`src/rtl/spdot_pkg.sv`:
```
// Shared types and constants for the spdot_bsr job scheduler.
package spdot_pkg;

  localparam int IDX_DW  = 16;
  localparam int CKSUM_W = 64;
  localparam int WDOG_W  = 20;
  localparam int unsigned TIMEOUT_DEF = 1048575;

  typedef enum logic [3:0] {
    ST_IDLE = 4'd0,
    ST_P0A  = 4'd1,
    ST_P0D  = 4'd2,
    ST_PEA  = 4'd3,
    ST_PED  = 4'd4,
    ST_CA   = 4'd5,
    ST_CD   = 4'd6,
    ST_ISS  = 4'd7,
    ST_WAIT = 4'd8,
    ST_SUM  = 4'd9,
    ST_NROW = 4'd10,
    ST_FIN  = 4'd11
  } sched_state_e;

endpackage

```
`src/rtl/spdot_wdog.sv`:
```
// Loadable down-counter watchdog; expire is asserted on the last enabled cycle of the window.
module spdot_wdog
  import spdot_pkg::*;
#(
  parameter int W = WDOG_W
) (
  input  logic         clk,
  input  logic         rstn,
  input  logic         clr,
  input  logic         load,
  input  logic [W-1:0] load_val,
  input  logic         en,
  output logic         expire
);

  logic [W-1:0] cnt;

  // A load value of 0 or 1 expires on the first enabled cycle.
  assign expire = en && (cnt <= W'(1));

  always_ff @(posedge clk or negedge rstn) begin
    if (!rstn) begin
      cnt <= '0;
    end else if (clr) begin
      cnt <= '0;
    end else if (load) begin
      cnt <= load_val;
    end else if (en && (cnt != '0)) begin
      cnt <= cnt - W'(1);
    end
  end

endmodule

```
`src/rtl/spdot_bsr_sched.sv`:
```
// BSR job scheduler: walks row_ptr/col_idx, issues one core transaction per nonzero block
// and accumulates the returned checksums.
module spdot_bsr_sched
  import spdot_pkg::*;
#(
  parameter int          IDX_AW  = 10,
  parameter int unsigned TIMEOUT = TIMEOUT_DEF
) (
  input  logic               clk,
  input  logic               rstn,
  input  logic               cfg_valid,
  output logic               cfg_ready,
  input  logic [IDX_DW-1:0]  cfg_n_brow,
  input  logic [IDX_AW-1:0]  cfg_col_base,
  input  logic [IDX_DW-1:0]  cfg_blk_size,
  input  logic [IDX_DW-1:0]  cfg_head_dim,
  input  logic               abort,
  output logic [IDX_AW-1:0]  idx_raddr,
  input  logic [IDX_DW-1:0]  idx_rdata,
  output logic               core_start,
  output logic [IDX_DW-1:0]  core_m_rows,
  output logic [IDX_DW-1:0]  core_s_tokens,
  output logic [IDX_DW-1:0]  core_head_dim,
  output logic [IDX_DW-1:0]  blk_row,
  output logic [IDX_DW-1:0]  blk_col,
  input  logic               core_done,
  input  logic [CKSUM_W-1:0] core_checksum,
  output logic               busy,
  output logic               done,
  output logic [CKSUM_W-1:0] result,
  output logic [IDX_DW-1:0]  blk_count,
  output logic               err,
  output logic               aborted
);

  localparam logic [WDOG_W-1:0] TO_LOAD = WDOG_W'(TIMEOUT);

  sched_state_e       state, state_next;
  logic [IDX_DW-1:0]  r, ptr, ptr_end, n_brow;
  logic [IDX_AW-1:0]  col_base;
  logic [CKSUM_W-1:0] cksum;
  logic               abort_pend, wdog_expire;
  logic               accept, illegal, abort_hit, ptr_more, row_more;

  assign accept    = cfg_valid && (state == ST_IDLE);
  assign illegal   = (cfg_blk_size == '0) || (cfg_head_dim == '0);
  assign abort_hit = abort && (state inside {ST_P0A, ST_P0D, ST_PEA, ST_PED,
                                             ST_CA, ST_CD, ST_ISS, ST_NROW});
  assign ptr_more  = ({1'b0, ptr} + 17'd1) < {1'b0, ptr_end};
  assign row_more  = ({1'b0, r} + 17'd1) < {1'b0, n_brow};
  assign cfg_ready = (state == ST_IDLE);
  assign busy      = (state != ST_IDLE);
  assign blk_row   = r;

  always_comb begin
    idx_raddr = '0;
    case (state)
      ST_PEA:  idx_raddr = IDX_AW'(r + 16'd1);
      ST_CA:   idx_raddr = col_base + IDX_AW'(ptr);
      default: ;
    endcase
  end

  always_comb begin
    state_next = state;
    case (state)
      ST_IDLE: if (accept) state_next = (illegal || cfg_n_brow == '0) ? ST_FIN : ST_P0A;
      ST_P0A:  state_next = ST_P0D;
      ST_P0D:  state_next = ST_PEA;
      ST_PEA:  state_next = ST_PED;
      // end <= ptr covers both an empty row and a malformed one
      ST_PED:  state_next = (idx_rdata <= ptr) ? ST_NROW : ST_CA;
      ST_CA:   state_next = ST_CD;
      ST_CD:   state_next = ST_ISS;
      ST_ISS:  state_next = ST_WAIT;
      ST_WAIT: begin
        if (core_done)        state_next = ST_SUM;
        else if (wdog_expire) state_next = ST_FIN;
      end
      ST_SUM:  state_next = abort_pend ? ST_FIN : (ptr_more ? ST_CA : ST_NROW);
      ST_NROW: state_next = row_more ? ST_PEA : ST_FIN;
      ST_FIN:  state_next = ST_IDLE;
      default: state_next = ST_IDLE;
    endcase
    if (abort_hit) state_next = ST_FIN;
  end

  always_ff @(posedge clk or negedge rstn) begin
    if (!rstn) begin
      state      <= ST_IDLE;
      core_start <= 1'b0;
      done       <= 1'b0;
    end else begin
      state      <= state_next;
      core_start <= (state_next == ST_ISS);
      done       <= (state == ST_FIN);
    end
  end

  always_ff @(posedge clk or negedge rstn) begin
    if (!rstn) begin
      n_brow        <= '0;
      col_base      <= '0;
      core_m_rows   <= '0;
      core_s_tokens <= '0;
      core_head_dim <= '0;
      r             <= '0;
      ptr           <= '0;
      ptr_end       <= '0;
      blk_col       <= '0;
      cksum         <= '0;
      result        <= '0;
      blk_count     <= '0;
      err           <= 1'b0;
      aborted       <= 1'b0;
      abort_pend    <= 1'b0;
    end else begin
      case (state)
        ST_IDLE: if (accept) begin
          n_brow        <= cfg_n_brow;
          col_base      <= cfg_col_base;
          core_m_rows   <= cfg_blk_size;
          core_s_tokens <= cfg_blk_size;
          core_head_dim <= cfg_head_dim;
          r             <= '0;
          ptr           <= '0;
          ptr_end       <= '0;
          blk_col       <= '0;
          result        <= '0;
          blk_count     <= '0;
          err           <= illegal;
          aborted       <= 1'b0;
          abort_pend    <= 1'b0;
        end
        ST_P0D: ptr     <= idx_rdata;
        ST_PED: ptr_end <= idx_rdata;
        ST_CD:  blk_col <= idx_rdata;
        ST_WAIT: begin
          if (core_done)        cksum <= core_checksum;
          else if (wdog_expire) err   <= 1'b1;
          // the in-flight block is allowed to finish before the abort takes effect
          if (abort) abort_pend <= 1'b1;
        end
        ST_SUM: begin
          result    <= result + cksum;
          blk_count <= blk_count + 16'd1;
          ptr       <= ptr + 16'd1;
          if (abort_pend) aborted <= 1'b1;
        end
        ST_NROW: begin
          r   <= r + 16'd1;
          ptr <= ptr_end;
        end
        default: ;
      endcase
      if (abort_hit) aborted <= 1'b1;
    end
  end

  spdot_wdog #(
    .W(WDOG_W)
  ) u_wdog (
    .clk      (clk),
    .rstn     (rstn),
    .clr      (accept),
    .load     (state == ST_ISS),
    .load_val (TO_LOAD),
    .en       (state == ST_WAIT),
    .expire   (wdog_expire)
  );

endmodule

```
`config.mk`:
```
export PLATFORM = sky130hd
export DESIGN_NAME = spdot_bsr_sched
export DESIGN_NICKNAME = d
export VERILOG_FILES = /design/src/rtl/spdot_pkg.sv /design/src/rtl/spdot_wdog.sv /design/src/rtl/spdot_bsr_sched.sv
export SDC_FILE = /design/constraint.sdc
export NUM_CORES = 1
export LEC_CHECK = 0
export CAP_MARGIN = 0
export CORE_UTILIZATION = 40
export DETAILED_ROUTE_END_ITERATION = 16
export PLACE_DENSITY = 0.6
export SYNTH_ARGS = -nofsm -noshare
export SYNTH_HDL_FRONTEND = slang
export SYNTH_SLANG_ARGS = --single-unit
export TNS_END_PERCENT = 100
```
`constraint.sdc`:
```
create_clock -name clk -period 4.46 [get_ports clk]
set_clock_uncertainty 0.05 [all_clocks]
set_input_delay 0.446 -clock clk [delete_from_list [all_inputs] [get_ports clk]]
set_output_delay 0.446 -clock clk [all_outputs]
set_load 0.05 [all_outputs]
```
==> results.json, run 1 <==
{
  "place_ws_ns": 0.521,
  "power.leakage_nw": 9.90,
  "ios": 319,
  "tns_ns": 0,
  "ys_ff_latch": 295,
  "crit_fanout": 6,
  "crit_path_end": "idx_raddr[9]",
  "status": "finished clean",
  "path_class": "reg -> out",
  "async_flop_share_pct": 100,
  "drt-pass1-iter-count": 6,
  "vias_per_cell": 5.42,
  "drt_iter0_drc": 1175,
  "synth_flop_cell": "dfrtp_1",
  "clk_latency_ns": 0.54,
  "synth_edf_count": 0,
  "grt_antenna_before_repair": 3,
  "die_y_um": 212,
  "rsz0062_at_grt": "no",
  "crit-reg2reg-capture": "state[3]$_DFF_PN0_",
  "clock_sinks": 295,
  "sw_frac_of_total_pct": 47.2,
  "die_width_um": 212,
  "vias": 15329,
  "seqPwrFrac_pct": 27.2,
  "yosysTopAreaCell": "dfrtp_1",
  "r2r-start": "ptr[0]$_DFFE_PN0P_",
  "seq_area_frac_synth_pct": 41.9,
  "r2r_cells": 16,
  "timing.slew.headroom_pct": 35.3,
  "p_clk_share_pct": 17.1,
  "grt-ovfl-total": 0,
  "synth_area_per_cell_um2": 9.02,
  "rrSetupSlack_ns": 0.47,
  "p_comb_share_pct": 55.6,
  "numPortBuffers": 318,
  "use_met3_pct": 4.44,
  "clockBufferDepth": 3,
  "htreeDepth": 2,
  "period_share_pct": 93.3,
  "cp-end-kind": "primary output",
  "grt_max_degree": 104,
  "max-vdd-ir-drop_v": 0.000457,
  "finalHoldViolCount": 0,
  "dpl.hpwl_um": 38800,
  "netlist.area_leader.share_pct": 41.9,
  "worst_ep_arrival_time_ns": 3.66,
  "coreArea_mm2": 0.0433,
  "gp_congestion": 0.946,
  "finalSetupViolations": 0,
  "drcViolationCount": 0,
  "power_switching_mw": 8.27,
  "met2_usage_pct": 37.8,
  "worst_hold_path.num_cells": 3,
  "rows": 76,
  "final_area_mm2": 0.0224,
  "dieArea_mm2": 0.0448,
  "drt-wirelength-per-cell_um": 18.6,
  "min_period_ns": 4.16,
  "cts_buffers": 35,
  "nets": 2483,
  "yosysWarningCount": 0,
  "area.growth.synth_to_final_pct": 27.3,
  "grt_pass1_wl_um": 83300,
  "syn_nets": 2220,
  "p_int_mw": 9.26,
  "fmax_mhz": 240,
  "cts_root_buffer": "clkbuf_16",
  "critical_path_required_ns": 3.96,
  "synthesis.instances": 1952,
  "ant_nets": 0,
  "synthTopCellsByArea": "dfrtp_1 (42%), ha_1 (8.7%), nand2_1 (8.0%)",
  "grt_util_all_layers_pct": 23.6,
  "synth.distinct_cells": 77,
  "max_cap_viol_count": 0,
  "start_util_pct": 40.7,
  "fin_ws_ns": 0.299,
  "dpl_cell_area_mm2": 0.0212,
  "finalWirelength_um": 52700,
  "drive_above_1_share_pct": 7.68,
  "worst_slew_pin_slew_ns": 0.958,
  "slew_viol_final": 0,
  "first_global_vias": 15279,
  "critPathLaunch": "ptr[1]$_DFFE_PN0P_",
  "cts_tree": "built",
  "critPathLaunchType": "register",
  "syn_area_mm2": 0.0176,
  "powerDensity_mw_per_mm2": 782,
  "grtUsageMet1_pct": 31.8,
  "hold_path_class": "in -> reg",
  "top_usage_layer": "met2",
  "clkTransAtPathRegs_ns": 0.06
}
-- metrics by stage --
stage / power, mW / hold slack, ns / utilization (%) / std cells
after floorplan: 11.6 / 0.100 / - / 1952
after global placement: 14.4 / 0.413 / 49.0 / 2762
after detailed placement: 14.5 / 0.412 / 49.0 / 2762
after CTS: 17.6 / 0.359 / 51.8 / 2824
after global routing: 18.8 / 0.379 / 51.8 / 2827
final: 17.5 / 0.386 / 51.8 / 2827
-- flip-flops by register name (all words and copies together) (netlist names) --
register	flops
blk_col	16
blk_count	16
done	1
state	4
blk_row	16
aborted	1
u_wdog.cnt	20
cksum	64
abort_pend	1
ptr_end	16
result	64
core_head_dim	16
col_base	10
core_s_tokens	16
err	1
core_start	1
ptr	16
n_brow	16
-- cell usage in the layout, fill, tap and decap left out, types with 5 or more instances in the layout --
master,instances
o22ai_1,6
nand4_1,34
a222oi_1,11
a21oi_1,87
o21a_1,17
nor2b_1,5
xnor2_1,59
clkbuf_16,37
nor3_1,19
buf_4,17
ha_1,123
nand2b_1,11
clkdlybuf4s50_1,316
o21ai_1,24
dfrtp_1,295
or4_1,6
mux2_2,65
inv_1,86
or3_1,10
xor2_1,37
clkbuf_8,8
nand3_1,90
o311ai_0,7
nor2_1,61
a21o_1,34
and3_1,13
o211ai_1,20
o21ai_0,176
nand2_1,372
o21bai_1,19
nor4_1,16
a41oi_1,6
a31oi_1,9
clkbuf_1,5
o31ai_1,29
a211oi_1,10
-- power by group through the flow --
stage / combinational [mW] / sequential, mW / clock [mW]
final: 9.75 / 4.77 / 3.01
after global routing: 10.6 / 4.92 / 3.19
after CTS: 9.76 / 4.78 / 3.10
after detailed placement: 9.71 / 4.80 / 0
after global placement: 9.61 / 4.77 / 0
after floorplan: 5.43 / 6.18 / 0
-- cell usage after synthesis (6+ instances only) --
cell      number
a222oi_1      11
clkbuf_1      76
mux2_2        65
o21ai_0      176
a21oi_1       87
nor2_1        64
nor3_1        20
o31ai_1       29
o211ai_1      20
xor2_1        37
or4_1          6
a211oi_1      10
o21bai_1      19
or3_1         10
nand2b_1      11
o21a_1        17
o311ai_0       7
xnor2_1       59
nand2_1      374
inv_1         86
a31oi_1        9
and3_1        13
nand4_1       34
nand3_1       90
buf_1          7
a21o_1        34
ha_1         123
buf_4         18
o21ai_1       24
o22ai_1        6
nor4_1        16
a41oi_1        6
dfrtp_1      295
-- metal layers --
metal / wire length, um / up-vias
met5: 0 / -
met1: 23800 / 7374
met4: 1270 / 0
met2: 24300 / 444
met3: 3250 / 75
li1: - / 7436
-- layout make-up --
cell class              count  area, um2
fillers                  4041      20900
multi-input cells        1460       9410
flip-flops and latches    295       7380
repair buffers            337       3350
clock buffers              50       1050
well taps                 585        732
inverters                  86        323
clock inverters            11        150
diodes                      3       7.51
-- worst max-delay path, stage by stage, from the launching register on --
cell and delay [ns]:
dfrtp_1 0.45, ha_1 0.32, a21o_1 0.16, a21oi_1 0.22, o21bai_1 0.09, a21oi_1 0.21, o21bai_1 0.08, a21oi_1 0.21
o21ai_0 0.14, xnor2_1 0.14, o21ai_0 0.24, clkdlybuf4s50_1 0.86
-- kinds of logic after synthesis --
kind of cell | count (synthesis) | share of synthesized area (%)
AND/OR/NAND/NOR | 665 | 16.8
AO/OA/AOI/OAI | 506 | 18.4
flip-flops | 295 | 41.9
buffers and inverters | 197 | 4.86
adder cells (fa/ha/maj) | 125 | 8.97
XOR/XNOR | 96 | 4.78
multiplexers | 68 | 4.33
-- how the worst min path moves through the flow --
stage                                        from                       endpoint  slack [ns]
finish                            cfg_col_base[5]        col_base[5]$_DFFE_PN0P_        0.39
global route                      cfg_col_base[9]        col_base[9]$_DFFE_PN0P_        0.38
CTS                               cfg_col_base[5]        col_base[5]$_DFFE_PN0P_        0.36
detailed placement  core_head_dim[12]$_DFFE_PN0P_  core_head_dim[12]$_DFFE_PN0P_        0.41
global placement     core_head_dim[5]$_DFFE_PN0P_   core_head_dim[5]$_DFFE_PN0P_        0.41
floorplan                                    rstn         abort_pend$_DFFE_PN0P_        0.10
-- repair_timing --
action,in CTS,in global routing
buffers inserted,0,0
hold endpoints to repair,99,0
hold buffers,1,0
setup endpoints to repair,0,1
gates resized for setup,0,1
Power figures use the tool's default switching activity.
==> inputs of run 2 (changes only) <==
--- a/config.mk
+++ b/config.mk
@@ -6,9 +6,11 @@
 export NUM_CORES = 1
 export LEC_CHECK = 0
 export CAP_MARGIN = 0
+export CORE_MARGIN = 2
 export CORE_UTILIZATION = 40
 export DETAILED_ROUTE_END_ITERATION = 16
 export PLACE_DENSITY = 0.6
+export SKIP_LAST_GASP = 1
 export SYNTH_ARGS = -nofsm -noshare
 export SYNTH_HDL_FRONTEND = slang
 export SYNTH_SLANG_ARGS = --single-unit
==> run 2 against run 1 <==
Net effect: sequential share of layout area about the same; first-iteration DRC count down 14%; routed wire length up 0.59%; critical path type unchanged; largest power group unchanged; highest routed layer unchanged.
==> results.json, run 2 (synthesis gave the netlist of run 1 again) <==
{
  "status": "finished clean",
  "rows": 76,
  "cts_tree": "built",
  "area.growth.synth_to_final_pct": 27.1,
  "powerDensity_mw_per_mm2": 780,
  "numPortBuffers": 318,
  "cts_setup_buffers": 0,
  "cts_root_buffer": "clkbuf_16",
  "ios": 319,
  "n_antenna_cell": 0,
  "drt-wirelength-per-cell_um": 18.7,
  "coreArea_mm2": 0.0433,
  "tns_ns": 0,
  "fmax_mhz": 238,
  "mostFrequentLayoutCells": "nand2_1 (372), clkdlybuf4s50_1 (316), dfrtp_1 (295), o21ai_0 (176), ha_1 (123)",
  "hold_path_class": "in -> reg",
  "drcViolationCount": 0,
  "drt-pass1-iter-count": 5,
  "gp_congestion": 0.929,
  "dpl.hpwl_um": 39100,
  "clk_latency_ns": 0.54,
  "top_regs": "cksum x64, result x64, u_wdog.cnt x20",
  "grt-ovfl-total": 0,
  "cts_buffers": 37,
  "finalPower_mw": 17.5,
  "timing.slew.headroom_pct": 40.7,
  "critical_path_required_ns": 3.96,
  "worst_slew_pin_slew_ns": 0.878,
  "grt_max_degree": 95,
  "postLayoutCoreUtil_pct": 51.7,
  "fin_ws_ns": 0.254,
  "htreeDepth": 2,
  "min_period_ns": 4.21,
  "power.leakage_nw": 9.90,
  "vias_per_cell": 5.44,
  "r2r_cells": 16,
  "worst_ep_arrival_time_ns": 3.71,
  "grt_pass1_wl_um": 84000,
  "finalHoldViolCount": 0,
  "clockBufferDepth": 3,
  "grt_util_all_layers_pct": 23.3,
  "worst_hold_path.num_cells": 3,
  "finalSetupViolations": 0,
  "cp-end-kind": "primary output",
  "crit_fanout": 6,
  "nets": 2487,
  "die_width_um": 214,
  "fillCellCount": 4033,
  "die_y_um": 214,
  "path_class": "reg -> out",
  "first_global_vias": 15168,
  "grt_antenna_before_repair": 0,
  "slew_viol_final": 0,
  "critPathLaunchType": "register",
  "place_ws_ns": 0.585,
  "vias": 15385,
  "start_util_pct": 40.7,
  "drt_iter0_drc": 1010,
  "drive_above_1_share_pct": 7.62,
  "ant_nets": 0,
  "final_common_cell": "nand2_1",
  "max_cap_viol_count": 0,
  "finalWirelength_um": 53000,
  "dieArea_mm2": 0.0457,
  "clock_sinks": 295,
  "period_share_pct": 94.3,
  "max-vdd-ir-drop_v": 0.000437,
  "clkTransAtPathRegs_ns": 0.05,
  "rsz0062_at_grt": "no",
  "rrSetupSlack_ns": 0.53
}
-- run 2: changes by cell type in the layout (fill, tap and decap cells not counted), sizes merged --
cell      delta
clkbuf       +5
diode        -3
buf          +2
bufinv       -1
clkinvlp     -1
inv          -1
-- run 2: what timing repair did --
item                                    4_1_cts  5_1_grt
hold endpoints to repair                     90        0
endpoints found under the setup margin        0        1
gates resized for setup                       0        1
hold buffers                                  1        0
-- run 2: layer usage --
layer | GRT usage [%] | share of wire [%]
met2 | 38.8 | 48
met5 | 0 | 0
met3 | 3.87 | 5.0
met4 | 6.25 | 1.9
met1 | 31.3 | 45
-- run 2: critical path, stage by stage (launching register included) --
cell             delay [ns]
dfrtp_1                0.45
ha_1                   0.32
a21o_1                 0.16
a21oi_1                0.23
o21bai_1               0.09
a21oi_1                0.25
o21bai_1               0.09
a21oi_1                0.23
o21ai_0                0.14
xnor2_1                0.14
o21ai_0                0.21
clkdlybuf4s50_1        0.87
-- run 2: power by group --
part / internal [mW] / switching (mW)
registers: 3.80 / 0.983
logic: 3.64 / 6.11
clock network: 1.77 / 1.16
total: 9.21 / 8.25
-- run 2: cell type report --
type	count	area, um2	share of cell area, %
multi-input cells	1460	9410	42.0
flip-flops and latches	295	7380	33.0
repair buffers	339	3360	15.0
clock buffers	55	1070	4.80
well taps	585	732	3.27
inverters	86	323	1.44
clock inverters	8	96.3	0.431
-- run 2: path summary, 6_finish.rpt --
check	from	end
worst max-delay path	ptr[1]$_DFFE_PN0P_	idx_raddr[9]
worst min-delay path	cfg_col_base[4]	col_base[4]$_DFFE_PN0P_
worst max register to register	ptr[0]$_DFFE_PN0P_	state[3]$_DFF_PN0_
worst min register to register	core_head_dim[5]$_DFFE_PN0P_	core_head_dim[5]$_DFFE_PN0P_
max in group asynchronous	rstn	result[2]$_DFFE_PN0P_
min in group asynchronous	rstn	n_brow[2]$_DFFE_PN0P_
-- run 2: metrics by stage --
stage / hold slack [ns] / cell area [um2] / std cells
3_5_place_dp: 0.416 / 21200 / 2764
4_1_cts: 0.365 / 22400 / 2828
6_report: 0.393 / 22400 / 2828
2_1_floorplan: 0.100 / 17600 / 1952
3_3_place_gp: 0.408 / 21200 / 2764
5_1_grt: 0.394 / 22400 / 2828
==> inputs of run 3 (changes only) <==
--- a/config.mk
+++ b/config.mk
@@ -5,11 +5,13 @@
 export SDC_FILE = /design/constraint.sdc
 export NUM_CORES = 1
 export LEC_CHECK = 0
+export ABC_AREA = 1
 export CAP_MARGIN = 0
 export CORE_MARGIN = 2
 export CORE_UTILIZATION = 40
 export DETAILED_ROUTE_END_ITERATION = 16
-export PLACE_DENSITY = 0.6
+export MAX_ROUTING_LAYER = met4
+export PLACE_DENSITY = 0.58
 export SKIP_LAST_GASP = 1
 export SYNTH_ARGS = -nofsm -noshare
 export SYNTH_HDL_FRONTEND = slang
==> run 3 against run 2 <==
Net effect: global-route usage is 3.9 points higher; routed wire length increased by 30%; sequential share of layout area fell by 3.5 points; non-clock buffer count shrank 8; sequential power shrank 1%; utilization shrank 1.5 points; flip-flop and latch count did not move; hold slack got worse by 0.030 ns; design area rose by 12%; cell count grew 36%.
==> results.json, run 3 <==
{
  "cts_buffers": 37,
  "critPathBufInv": 2,
  "fillCellCount": 5084,
  "cts_tree": "built",
  "multi_input_area_mm2": 0.0106,
  "drt-wirelength-per-cell_um": 17.9,
  "yosysTopAreaCell": "dfrtp_1",
  "yosysWarningCount": 0,
  "grt_antenna_before_repair": 1,
  "grt-ovfl-total": 0,
  "gp_congestion": 0.960,
  "worst_ep_arrival_time_ns": 3.58,
  "min_period_ns": 4.07,
  "cts_root_buffer": "clkbuf_16",
  "rows": 82,
  "slew_viol_final": 0,
  "max_stage_delay_ns": 0.91,
  "cts_setup_buffers": 0,
  "clock_sinks": 295,
  "ctsResizeCount": 0,
  "finalPower_mw": 18.7,
  "ios": 319,
  "grt_util_all_layers_pct": 27.1,
  "start_util_pct": 40.2,
  "tns_ns": 0,
  "die_width_um": 228,
  "clkTransAtPathRegs_ns": 0.06,
  "timing.slew.headroom_pct": 33.4,
  "syn_nets": 3115,
  "synth.most_common_cell": "nand2_1",
  "placed_cells": 3779,
  "area.growth.synth_to_final_pct": 24.8,
  "drcViolationCount": 0,
  "dpl.hpwl_um": 53900,
  "synthTopCellsByArea": "dfrtp_1 (37%), nand2_1 (18%), inv_1 (8.2%)",
  "status": "finished clean",
  "hold_path_class": "in -> reg",
  "yosys-top-cells-count": "nand2_1 (981), inv_1 (440), dfrtp_1 (295)",
  "drive_above_1_share_pct": 4.29,
  "grt_pass1_wl_um": 108000,
  "synthesis.instances": 2847,
  "vias_per_cell": 5.02,
  "path_class": "reg -> out",
  "cp-end-kind": "primary output",
  "max_cap_viol_count": 0,
  "worst_path_max_delay_cell": "clkdlybuf4s50_1",
  "vias": 19324,
  "coreArea_mm2": 0.0499,
  "netlist.area_leader.share_pct": 36.8,
  "seq_area_frac_synth_pct": 36.8,
  "critical_path_required_ns": 3.96,
  "postLayoutCoreUtil_pct": 50.2,
  "powerDensity_mw_per_mm2": 746,
  "synth.distinct_cells": 55,
  "synth_area_per_cell_um2": 7.05,
  "cts_hold_buf": 1,
  "power.leakage_nw": 12.9,
  "synth_edf_count": 0,
  "seqCellArea_mm2": 0.00738,
  "grt_max_degree": 105,
  "drt-pass1-iter-count": 5,
  "finalWirelength_um": 68700,
  "dieArea_mm2": 0.0520,
  "critPathLaunchType": "register",
  "crit_fanout": 7,
  "numPortBuffers": 318,
  "instances_no_fill": 3846,
  "clk_latency_ns": 0.57,
  "cpMostUsedCell": "nand2_1",
  "final_common_cell": "nand2_1",
  "final_area_mm2": 0.0250,
  "max-vdd-ir-drop_v": 0.000522,
  "first_global_vias": 19585,
  "finalSetupViolations": 0,
  "rsz0062_at_grt": "no",
  "htreeDepth": 2,
  "ant_nets": 0,
  "mostFrequentLayoutCells": "nand2_1 (980), inv_1 (440), clkdlybuf4s50_1 (317), dfrtp_1 (295), nor2_1 (210)",
  "nets": 3415,
  "ys_ff_latch": 295,
  "path_cells": "ha_1 -> inv_1 -> fa_1 -> nor2_1 -> o21ai_0 -> nand2_1 -> nand2_1 -> nand2_1 -> a21oi_1 -> xor2_1 -> o22ai_1 -> clkdlybuf4s50_1",
  "dpl_cell_area_mm2": 0.0238,
  "fmax_mhz": 245,
  "syn_area_mm2": 0.0201,
  "finalHoldViolCount": 0,
  "async_flop_share_pct": 100,
  "top_regs": "cksum x64, result x64, u_wdog.cnt x20",
  "worst_slew_pin_slew_ns": 0.999,
  "period_share_pct": 91.4,
  "cp_top_family": "buffers and inverters",
  "clockBufferDepth": 3,
  "drt_iter0_drc": 1186,
  "synth_flop_cell": "dfrtp_1",
  "die_y_um": 228
}
==> run 3: power by group <==
part	leakage, nW	internal [mW]	total (mW)	switching (mW)
Clock	0.601	1.81	3.08	1.27
Sequential	3.78	3.78	4.73	0.945
Combinational	8.54	3.54	10.9	7.32
==> run 3: worst register-to-register path, cell delays in order (launching register included) <==
cell,delay [ns]
dfrtp_1,0.47
ha_1,0.23
nand2_1,0.07
nor2_1,0.17
nand2_1,0.16
nor3_1,0.19
nand3_1,0.12
nor2_1,0.13
xor2_1,0.16
inv_1,0.07
ha_1,0.31
a21oi_1,0.13
nor2_1,0.05
nor2_1,0.24
nand4_1,0.18
inv_1,0.09
nand2_1,0.05
nand2_1,0.11
nand2_1,0.07
nor2_1,0.11
==> run 3: cell type report <==
type | instances | area share [%]
Antenna cell | 1 | 0.0100
Tap cell | 672 | 3.36
Timing Repair Buffer | 331 | 13.2
Multi-Input combinational cell | 2034 | 42.3
Clock buffer | 51 | 4.27
Clock inverter | 14 | 0.640
Inverter | 448 | 6.74
Sequential cell | 295 | 29.5
==> run 3: logic make-up (layout without fill, tap and decap cells) <==
logic type	after synthesis	in the layout	synth area share (%)
AND/OR/NAND/NOR	1460	1460	30.0
buffers and inverters	518	844	10.5
AO/OA/AOI/OAI	353	353	9.87
flip-flops	295	295	36.8
adder cells (fa/ha/maj)	125	125	7.87
multiplexers	64	64	3.59
XOR/XNOR	32	32	1.40
other	0	1	0
==> run 3: layer usage <==
metal | wire [um] | GRT usage, % | up-vias
met5 | 0 | - | -
met3 | 3310 | 3.81 | 94
met4 | 1800 | 7.64 | 0
li1 | - | - | 9658
met1 | 29700 | 33.0 | 9079
met2 | 33900 | 47.0 | 493
==> run 3: path summary, 6_finish.rpt <==
path,start,end,depth (start not counted),slack [ns]
setup / recovery,ptr[0]$_DFFE_PN0P_,idx_raddr[6],12,0.39
hold / removal,cfg_col_base[6],col_base[6]$_DFFE_PN0P_,3,0.36
setup reg to reg,ptr[0]$_DFFE_PN0P_,core_start$_DFF_PN0_,19,1.25
hold reg to reg,core_head_dim[14]$_DFFE_PN0P_,core_head_dim[14]$_DFFE_PN0P_,2,0.43
max in group asynchronous,rstn,cksum[42]$_DFFE_PN0P_,3,2.74
min in group asynchronous,rstn,cksum[17]$_DFFE_PN0P_,2,0.49
==> run 3: stage by stage <==
step | hold WS [ns] | worst slack [ns]
floorplan | 0.100 | 1.26
global placement | 0.411 | 0.980
detailed placement | 0.422 | 0.973
CTS | 0.331 | 0.335
global route | 0.365 | 0.263
finish | 0.363 | 0.385
